===== config.mk =====
export PLATFORM = sky130hd
export DESIGN_NAME = cache_control
export DESIGN_NICKNAME = d
export VERILOG_FILES = /design/src/rtl/cache_control.sv
export SDC_FILE = /design/constraint.sdc
export NUM_CORES = 1
export LEC_CHECK = 0
export ABC_AREA = 1
export CORE_MARGIN = 5
export CORE_UTILIZATION = 51
export CTS_CLUSTER_SIZE = 28
export DETAILED_ROUTE_END_ITERATION = 16
export GPL_ROUTABILITY_DRIVEN = 1
export PLACE_DENSITY = 0.87
export SYNTH_ARGS = -nofsm -noshare
export SYNTH_HDL_FRONTEND = slang
export SYNTH_SLANG_ARGS = --single-unit

===== constraint.sdc =====
create_clock -name clk -period 2.05 [get_ports clk]
set_input_delay 0.3075 -clock clk [delete_from_list [all_inputs] [get_ports clk]]
set_output_delay 0.3075 -clock clk [all_outputs]
set_load 0.02 [all_outputs]

===== src/rtl/cache_control.sv =====
// Miss/hit sequencer for the direct-mapped write-back L1: hits complete in the request cycle,
// misses take an optional writeback then a fill; waits on pmem_resp with no timeout, CPU holds its request.
module cache_control #(
   parameter int CNT_W = 16
) (
   input  logic             clk,
   input  logic             rst_n,
   input  logic             mem_read,
   input  logic             mem_write,
   input  logic             tag_match,
   input  logic             valid,
   input  logic             dirty,
   input  logic             pmem_resp,
   output logic             mem_resp,
   output logic             pmem_read,
   output logic             pmem_write,
   output logic             pmem_addr_sel,
   output logic             load_data,
   output logic             data_sel,
   output logic             load_tag,
   output logic             load_valid,
   output logic             load_dirty,
   output logic             dirty_in,
   output logic [CNT_W-1:0] hit_count,
   output logic [CNT_W-1:0] miss_count
);

   typedef enum logic [1:0] {
      IDLE      = 2'd0,
      WRITEBACK = 2'd1,
      ALLOCATE  = 2'd2
   } state_t;

   state_t state, state_nxt;
   logic   req, hit, hit_inc, miss_inc;

   assign req = mem_read | mem_write;
   assign hit = tag_match & valid;

   always_ff @(posedge clk or negedge rst_n) begin
      if (!rst_n) state <= IDLE;
      else        state <= state_nxt;
   end

   always_comb begin
      state_nxt     = state;
      mem_resp      = 1'b0;
      pmem_read     = 1'b0;
      pmem_write    = 1'b0;
      pmem_addr_sel = 1'b0;
      load_data     = 1'b0;
      data_sel      = 1'b0;
      load_tag      = 1'b0;
      load_valid    = 1'b0;
      load_dirty    = 1'b0;
      dirty_in      = 1'b0;
      hit_inc       = 1'b0;
      miss_inc      = 1'b0;
      case (state)
         IDLE: begin
            if (req && hit) begin
               mem_resp = 1'b1;
               hit_inc  = 1'b1;
               if (mem_write) begin
                  load_data  = 1'b1;
                  load_dirty = 1'b1;
                  dirty_in   = 1'b1;
               end
            end else if (req) begin
               miss_inc  = 1'b1;
               state_nxt = (valid && dirty) ? WRITEBACK : ALLOCATE;
            end
         end
         WRITEBACK: begin
            pmem_write    = 1'b1;
            pmem_addr_sel = 1'b1;
            if (pmem_resp) state_nxt = ALLOCATE;
         end
         ALLOCATE: begin
            pmem_read = 1'b1;
            // Fill lands on this edge; the held request retries as a hit from IDLE.
            if (pmem_resp) begin
               load_data  = 1'b1;
               data_sel   = 1'b1;
               load_tag   = 1'b1;
               load_valid = 1'b1;
               load_dirty = 1'b1;
               state_nxt  = IDLE;
            end
         end
         default: state_nxt = IDLE;
      endcase
   end

   always_ff @(posedge clk or negedge rst_n) begin
      if (!rst_n) begin
         hit_count  <= '0;
         miss_count <= '0;
      end else begin
         if (hit_inc && (hit_count != '1))   hit_count  <= hit_count + CNT_W'(1);
         if (miss_inc && (miss_count != '1)) miss_count <= miss_count + CNT_W'(1);
      end
   end

endmodule


==> qor.yml <==
grt_pass1_wl_um: 9530
htree_levels: 2
antenna_found_initial: 0
dr.pass1.iters: 4
cts.path.max_buffers: 2
drc: 0
startpoint_type: "flop"
port_buffers: 49
slowest_stage: "clkdlybuf4s50_1"
postSynthAreaPerCell_um2: 7.01
cts_buffers: 5
fp-row-count: 24
hold_violations: 0
slowest_delay_ps: 640
cts_root_buffer: "clkbuf_8"
syn_inst: 334
initial_core_util_pct: 53.0
cp-end-kind: "output pin"
post-cts-setup-buffers: 0
worst-setup-path-type: "flop to output pin"
fin_worst_skew_ps: 4.40
grt_pass1_vias: 2270
synthesis.area_mm2: 0.00234
dr_total_vias: 2288
ir_worst_vdd_mv: 0.605
clk_latency_ps: 280
worst_pin_slew_ps: 428
reg2reg_depth: 9
drtIter0Drc: 177
viasPerCell: 5.14
ant_nets: 0
ys_warn_count: 0
fin_cells: 445
timing.final.crit_share_pct: 94.3
multi_input_area_mm2: 0.00126
num_antenna_cells: 0
cp_cell_sequence: "inv_1, nor2_1, clkdlybuf4s50_1"
cts_tree: "yes"
wl_um: 5430
core_area_mm2: 0.00441
synth_cell_types: 26
num-nets-final: 403
dp_hpwl_um: 4100
grt_overflow: 0
grt_max_degree: 35
syn_nets: 344
stdcell_area_mm2: 0.00304
clkTransAtPathRegs_ps: 70
track_usage_pct: 18.5
io_pins: 50
wl_per_cell_um: 12.2
outcome: "complete, no violations"
drive_gt1_share_pct: 14.2
drv_slew: 0
setup_slack_ps: 117
dp.cells: 438
synth_top_area_share_pct: 36.3
gp_congestion: 0.957
placed_cell_area_mm2: 0.00293
regArea_um2: 851
slew_headroom_pct: 71.5
ys_ff_latch: 34
drv_cap: 0
pre_cts_ws_ps: -98.3
hp-class: "input pin to asynchronous set/reset pin"
crit_required_ps: 1740
synth_top_area_cell: "dfrtp_1"
seq_area_frac_synth_pct: 36.3
die_h_um: 77.8
die_x_um: 77.8
period_needed_ps: 1930
fillers: 362
synth_area_leaders: "dfrtp_1 36%, nand2_1 20%, inv_1 5.9%"
critPathMaxFanout: 4
cts_hold_buf: 0
p_leak_nw: 1.35
area_growth_pct: 29.7
cts.sinks: 34
dieArea_mm2: 0.00605
arrival_ps: 1630
rsz0062_at_grt: "false"
p_per_area_mw_per_mm2: 1040
max_freq_ghz: 0.517
finalSetupViolCount: 0
-- area by class of cell --
class	count	share of cell area, %
well taps	52	2.14
repair buffers	60	19.5
clock inverters	1	0.989
inverters	42	5.23
multi-input cells	250	41.4
clock buffers	6	2.72
flip-flops and latches	34	28.0
-- cell families after synthesis --
family,count (synthesis),synth area share [%]
AO/OA/AOI/OAI,24,7.27
buffers and inverters,50,9.99
AND/OR/NAND/NOR,214,41.6
XOR/XNOR,10,3.74
flip-flops,34,36.3
adder cells (fa/ha/maj),2,1.07
-- critical path, delay by kind of cell (launching register included) --
family / cells / cell delay (ps)
buffers and inverters: 2 / 730
DFF: 1 / 440
and+or+nand+nor: 1 / 170
-- routing by layer --
metal,vias up,part of all wire (%),wire [um],track usage (%)
met4,0,1.3,72,6.87
met3,11,5.1,275,3.94
met5,-,0,0,0
met1,1054,43,2350,22.6
met2,62,50,2730,31.9
li1,1161,-,-,-
-- through the flow --
stage                     hold WS, ps  setup TNS [ps]  utilization, %  power (mW)
final                             426               0            68.8        3.15
after global routing              500               0            68.8        3.36
after CTS                         455               0            68.7        3.17
after detailed placement          518            -191            66.4        2.55
after global placement            512           -96.6            66.4        2.50
after floorplan                  11.9               0               -        1.96
-- state kept, by name (all words and copies together), names as in the netlist --
signal      flops
hit_count      16
miss_count     16
state           2
-- placed cells by master (no fill, tap or decap), types with 3 or more instances in the layout --
cell type	netlist	routed
nor2_1	36	36
nand4_1	13	13
dlygate4sd2_1	0	5
clkbuf_8	0	6
nand2_1	123	123
xnor2_1	3	3
dfrtp_1	34	34
nand2_2	11	11
clkdlybuf4s50_1	0	42
nand3_1	19	19
o21ai_2	12	12
inv_1	37	37
nor2_4	5	5
o21ai_0	8	8
xor2_1	7	7
inv_2	3	3
buf_4	4	9
-- Yosys cell counts --
master	instances
inv_2	3
clkinv_2	1
dfrtp_1	34
ha_1	2
nor2_4	5
clkinv_1	1
inv_1	37
buf_4	4
o211ai_1	1
nor2_2	2
nand4_1	13
a31oi_1	1
o21ai_0	8
o22ai_1	1
nand2_2	11
o21ai_2	12
nand3_1	19
nand3_4	2
xnor2_1	3
nand2_1	123
buf_6	4
o21ai_1	1
xor2_1	7
nand3b_1	1
nor2_1	36
nand3_2	2
-- where the power goes --
group          leakage, nW  internal [mW]  switching, mW
Clock               0.0573          0.389          0.248
Combinational        0.840          0.629          0.802
Sequential           0.452          0.829          0.255
-- what timing repair did --
item / in CTS / in global routing
endpoints found under the hold margin: 0 / 0
setup endpoints to repair: 7 / 1
resized for setup: 7 / 2
-- path summary, 6_finish.rpt --
path	slack, ps	startpoint	to
worst max-delay path	120	state[0]$_DFFE_PN0P_	pmem_addr_sel
worst min register to register	540	hit_count[15]$_DFFE_PN0P_	hit_count[15]$_DFFE_PN0P_
min in group clk	540	hit_count[15]$_DFFE_PN0P_	hit_count[15]$_DFFE_PN0P_
worst max register to register	340	miss_count[0]$_DFFE_PN0P_	miss_count[13]$_DFFE_PN0P_
max in group asynchronous	1310	rst_n	hit_count[4]$_DFFE_PN0P_
worst min-delay path	430	rst_n	miss_count[7]$_DFFE_PN0P_
(Power assumes the default switching activity.)
